[src/rtl/stream_uart_emitter.sv]
// stream_uart_emitter: byte-wide AXI-stream buffered in a FIFO and serialised onto a UART TX line
// Ports:
//   i_clk, i_rst_n          clock, asynchronous active-low reset
//   i_tdata/i_tlast/i_tvalid stream input; o_tready registered ready
//   o_uart_tx               serial line, idle high
//   o_busy                  frame in flight or FIFO / CR-LF queue non-empty
//   o_level                 FIFO occupancy 0..FIFO_DEPTH
module stream_uart_emitter #(
  parameter int CLK_FREQ_HZ = 16000000,
  parameter int BAUD = 57600,
  parameter int FIFO_DEPTH = 16,
  parameter int PARITY = 0,
  parameter int STOP_BITS = 1,
  parameter int LAST_CRLF = 1
) (
  input  logic                        i_clk,
  input  logic                        i_rst_n,
  input  logic [7:0]                  i_tdata,
  input  logic                        i_tlast,
  input  logic                        i_tvalid,
  output logic                        o_tready,
  output logic                        o_uart_tx,
  output logic                        o_busy,
  output logic [$clog2(FIFO_DEPTH):0] o_level
);
  localparam int DIV = (CLK_FREQ_HZ + BAUD / 2) / BAUD;
  localparam int AW = $clog2(FIFO_DEPTH);
  localparam int LW = AW + 1;
  localparam int CW = $clog2(DIV);
  generate
    if (DIV < 2) begin : g_bad_div
      $error("stream_uart_emitter: baud divider must be at least 2");
    end
  endgenerate
  typedef enum logic [2:0] {IDLE, START, DATA, PAR, STOP} state_t;
  state_t state, state_nxt;
  logic [CW-1:0] cnt, cnt_nxt;
  logic [2:0] bit_idx, bit_nxt;
  logic stop_idx, stop_nxt;
  logic [7:0] tx_byte, byte_nxt;
  logic [1:0] pend, pend_nxt;
  logic [8:0] mem [FIFO_DEPTH];
  logic [AW-1:0] wr_ptr, rd_ptr;
  logic [LW-1:0] level_nxt;
  logic [8:0] rd_word;
  logic push, pop, load, wrap, work, par_bit, tx_nxt;
  assign push = i_tvalid & o_tready;
  assign rd_word = mem[rd_ptr];
  assign level_nxt = o_level + LW'(push) - LW'(pop);
  assign wrap = cnt == CW'(DIV - 1);
  assign work = pend != '0 || o_level != '0;
  assign o_busy = state != IDLE || o_level != '0 || pend != '0;
  assign par_bit = (PARITY == 1) ? ~^tx_byte : ^tx_byte;
  // Line level is registered from the state, so every bit lags the FSM by one cycle but keeps its full width
  assign tx_nxt = state == START ? 1'b0 :
                  state == DATA  ? tx_byte[bit_idx] :
                  state == PAR   ? par_bit : 1'b1;
  always_comb begin
    state_nxt = state;
    bit_nxt = bit_idx;
    stop_nxt = stop_idx;
    byte_nxt = tx_byte;
    pend_nxt = pend;
    pop = 1'b0;
    load = 1'b0;
    case (state)
      IDLE:  load = work;
      START: if (wrap) begin
        state_nxt = DATA;
        bit_nxt = 3'd0;
      end
      DATA:  if (wrap) begin
        if (bit_idx == 3'd7) state_nxt = (PARITY != 0) ? PAR : STOP;
        else bit_nxt = bit_idx + 3'd1;
      end
      PAR:   if (wrap) state_nxt = STOP;
      STOP:  if (wrap) begin
        if (STOP_BITS == 2 && !stop_idx) stop_nxt = 1'b1;
        else if (work) load = 1'b1;
        else state_nxt = IDLE;
      end
      default: state_nxt = IDLE;
    endcase
    cnt_nxt = (state == IDLE || wrap) ? '0 : cnt + 1'b1;
    // Pending CR/LF always goes ahead of the FIFO; inserted bytes never re-arm insertion
    if (load) begin
      state_nxt = START;
      stop_nxt = 1'b0;
      if (pend != '0) begin
        byte_nxt = pend == 2'd2 ? 8'h0D : 8'h0A;
        pend_nxt = pend - 2'd1;
      end else begin
        pop = 1'b1;
        byte_nxt = rd_word[7:0];
        pend_nxt = (LAST_CRLF != 0 && rd_word[8]) ? 2'd2 : 2'd0;
      end
    end
  end
  always_ff @(posedge i_clk or negedge i_rst_n) begin
    if (!i_rst_n) begin
      state <= IDLE;
      cnt <= '0;
      bit_idx <= 3'd0;
      stop_idx <= 1'b0;
      tx_byte <= 8'h00;
      pend <= 2'd0;
      wr_ptr <= '0;
      rd_ptr <= '0;
      o_level <= '0;
      o_tready <= 1'b0;
      o_uart_tx <= 1'b1;
    end else begin
      state <= state_nxt;
      cnt <= cnt_nxt;
      bit_idx <= bit_nxt;
      stop_idx <= stop_nxt;
      tx_byte <= byte_nxt;
      pend <= pend_nxt;
      if (push) wr_ptr <= wr_ptr + 1'b1;
      if (pop) rd_ptr <= rd_ptr + 1'b1;
      o_level <= level_nxt;
      o_tready <= level_nxt < LW'(FIFO_DEPTH);
      o_uart_tx <= tx_nxt;
    end
  end
  always_ff @(posedge i_clk) begin
    if (push) mem[wr_ptr] <= {i_tlast, i_tdata};
  end
endmodule

[config.mk]
export PLATFORM = sky130hd
export DESIGN_NAME = stream_uart_emitter
export DESIGN_NICKNAME = d
export VERILOG_FILES = /design/src/rtl/stream_uart_emitter.sv
export SDC_FILE = /design/constraint.sdc
export NUM_CORES = 1
export LEC_CHECK = 0
export BUFFER_PORTS_ARGS = -buffer_cell sky130_fd_sc_hd__buf_2
export CORE_MARGIN = 4
export CORE_UTILIZATION = 45
export DETAILED_ROUTE_END_ITERATION = 10
export GPL_TIMING_DRIVEN = 0
export SKIP_CTS_REPAIR_TIMING = 1
export SLEW_MARGIN = 20
export SYNTH_ARGS = -nofsm -noshare
export SYNTH_HDL_FRONTEND = slang
export SYNTH_SLANG_ARGS = --single-unit
[constraint.sdc]
create_clock -name i_clk -period 3.8 [get_ports i_clk]
set_input_delay 0.57 -clock i_clk [delete_from_list [all_inputs] [get_ports i_clk]]
set_output_delay 0.57 -clock i_clk [all_outputs]
set_load 0.01 [all_outputs]
==> flow_metrics.py <==
metrics = {
    "min_path": {
        "min_path_type": "in -> async",
    },
    "global_routing": {
        "antenna_found_initial": 0,
        "grt_pass1_vias": 4042,
        "grt_overflow": 0,
        "grt_max_degree": 41,
        "grt_pass1_wl_um": 23400,
        "grt_usage_pct": 17.0,
    },
    "clocking": {
        "clk_pin_slew_ns": 0.07,
        "root_buffer": "clkbuf_16",
        "cts_buffers": 17,
        "clkLatencyLatePin_ns": 0.43,
        "cts_buffer_depth": 2,
        "cts_sinks": 184,
        "cts.htree.levels": 4,
        "cts_tree": "done",
    },
    "floorplan": {
        "die_y_um": 138,
        "die_x_um": 138,
        "ios": 20,
        "start_util_pct": 45.9,
        "core_area_um2": 16500,
        "placementRows": 47,
        "die_area_um2": 19000,
    },
    "pwr": {
        "p_per_area_nw_per_um2": 549,
        "peakVddDrop_mv": 0.491,
        "p_leak_nw": 3.04,
    },
    "layout": {
        "multi_input_area_um2": 2120,
        "final_area_um2": 8620,
        "drive_above_1_share_pct": 24.6,
        "regArea_um2": 5330,
        "nNetsFinal": 511,
        "layout_commonest_cell": "edfxtp_1",
        "final_cell_mix": "144 x edfxtp_1, 39 x dfrtp_1, 36 x mux4_2",
        "nFillCells": 1332,
        "synthToLayoutAreaGrowth_pct": 13.7,
        "diodes": 0,
    },
    "timing": {
        "setup_viol": 0,
        "slew-limit-headroom_pct": 26.5,
        "fmaxAchievable_mhz": 303,
        "rsz0062_at_grt": "no",
        "fin_crit_sh_pct": 86.8,
        "final.setup.tns_ns": 0,
        "timing.final.max_slew_violations": 0,
        "tightest_slew_ns": 1.10,
        "final_hold_viol_count": 0,
        "min_period_ns": 3.30,
        "clock-skew-final_ns": 0.0102,
    },
    "routing": {
        "wl_per_cell_um": 20.7,
        "drt_pre_antenna_iters": 5,
        "num_vias": 3946,
        "drt_iter0_markers": 278,
        "postRouteAntennaNets": 0,
        "drc_errors": 0,
        "post_drt_via_cell_ratio": 5.51,
        "routed_wl_um": 14800,
    },
    "synthesis": {
        "async_reset_ff_share_pct": 21.7,
        "synth_nets": 469,
        "synth_area_um2": 7580,
        "ys_types": 52,
        "synth_ff_type": "edfxtp_1",
        "synthCells": 441,
        "syn_avg_cell_area_um2": 17.2,
        "ys.warnings.count": 0,
        "synth_edf_count": 144,
        "synth_seq_cells": 184,
        "seq_area_frac_synth_pct": 70.2,
    },
    "setup_path": {
        "critPathMaxFanout": 9,
        "startpoint_type": "flip-flop",
        "rrSetupSlack_ns": 0.50,
        "cp_data_arrival_time_ns": 3.60,
        "critPathCaptureType": "flip-flop",
        "worstPathRequired_ns": 4.10,
        "crit_type": "reg -> reg",
    },
    "place": {
        "gp_congestion": 0.783,
        "port_buffers": 19,
        "placed_cell_area_um2": 8010,
        "hpwlAfterDp_um": 9800,
    },
    "flow_run": {
        "cap_violations": 0,
    },
    "run_status": {
        "status": "finished clean",
    },
}
## state kept, by name, summed over array words and instances, names as in the netlist
signal / flops
o_uart_tx: 1
mem: 144
bit_idx: 3
cnt: 9
o_level: 5
tx_byte: 8
pend: 2
rd_ptr: 4
o_tready: 1
state: 3
wr_ptr: 4
## cells in the mapped netlist, types with 6 or more instances
| cell type | number | area [µm²] |
|---|---|---|
| nand3_1 | 6 | 30.0 |
| a21oi_1 | 6 | 30.0 |
| ha_1 | 15 | 188 |
| dfrtp_1 | 39 | 976 |
| o21ai_0 | 8 | 40.0 |
| xnor2_1 | 18 | 158 |
| nor2_1 | 33 | 124 |
| nor3_1 | 6 | 30.0 |
| nand2_1 | 22 | 82.6 |
| buf_2 | 7 | 35.0 |
| clkbuf_1 | 9 | 33.8 |
| mux4_2 | 36 | 811 |
| inv_1 | 18 | 67.6 |
| xor2_1 | 7 | 61.3 |
| edfxtp_1 | 144 | 4320 |
## per-layer routing
layer	GRT usage (%)	wire length (µm)
met2	27.4	7410
met3	4.05	750
met4	3.95	132
met1	23.6	6530
met5	0	0
## kinds of logic (layout without fill, tap and decap cells)
kind of cell | Yosys count | count (layout) | share of synthesized area [%]
DFF | 184 | 184 | 70.2
and+or+nand+nor | 86 | 86 | 5.50
muxes | 47 | 47 | 12.3
AOI/OAI and AO/OA | 44 | 44 | 4.09
buffers and inverters | 39 | 94 | 2.24
xor gates and xnor gates | 25 | 25 | 2.89
adders and majority gates | 16 | 16 | 2.74
## worst paths after layout
check | from | end | cells past startpoint
worst min-delay path | i_rst_n | cnt[0] | 1
min in group i_clk | i_tdata[1] | mem[0][1] | 1
worst max-delay path | o_level[3] | o_tready | 17
worst min register to register | cnt[0] | cnt[0] | 1
max in group asynchronous | i_rst_n | bit_idx[0] | 1
worst max register to register | o_level[3] | o_tready | 17
## worst max-delay path: stages, from the launching register on
cell	delay, ns
dfrtp_1	0.39
inv_1	0.08
ha_1	0.17
nor4b_1	0.17
a211o_1	0.36
or4_4	0.43
buf_6	0.16
inv_1	0.10
ha_1	0.23
inv_1	0.05
ha_1	0.14
inv_1	0.05
fa_1	0.39
inv_1	0.07
a21oi_1	0.05
nor2_1	0.08
nor2_1	0.08
xor2_1	0.14
## layout make-up
class	count	area share, %
plain buffers	21	1.19
flip-flops and latches	184	61.8
clock buffers	17	4.93
repair buffers	23	1.49
well taps	220	3.19
multi-input cells	218	24.6
clock inverters	15	2.05
inverters	18	0.784
## stage by stage
stage	instances	setup slack, ns	hold slack, ns	util, %	power (mW)
5_1_grt	716	0.253	0.347	52.2	4.94
6_report	716	0.503	0.270	52.2	4.73
4_1_cts	716	0.475	0.299	52.1	4.77
3_3_place_gp	680	0.532	0.504	48.1	2.95
3_5_place_dp	684	0.491	0.522	48.5	3.01
2_1_floorplan	441	0.712	0.274	-	2.79
## power breakdown
group / leakage (nW) / total [mW] / internal [mW] / switching, mW
Sequential: 1.79 / 2.40 / 2.33 / 0.0627
Combinational: 0.960 / 0.565 / 0.209 / 0.356
Clock: 0.293 / 1.77 / 0.945 / 0.829
No activity file was read; power rests on OpenSTA's default activity.
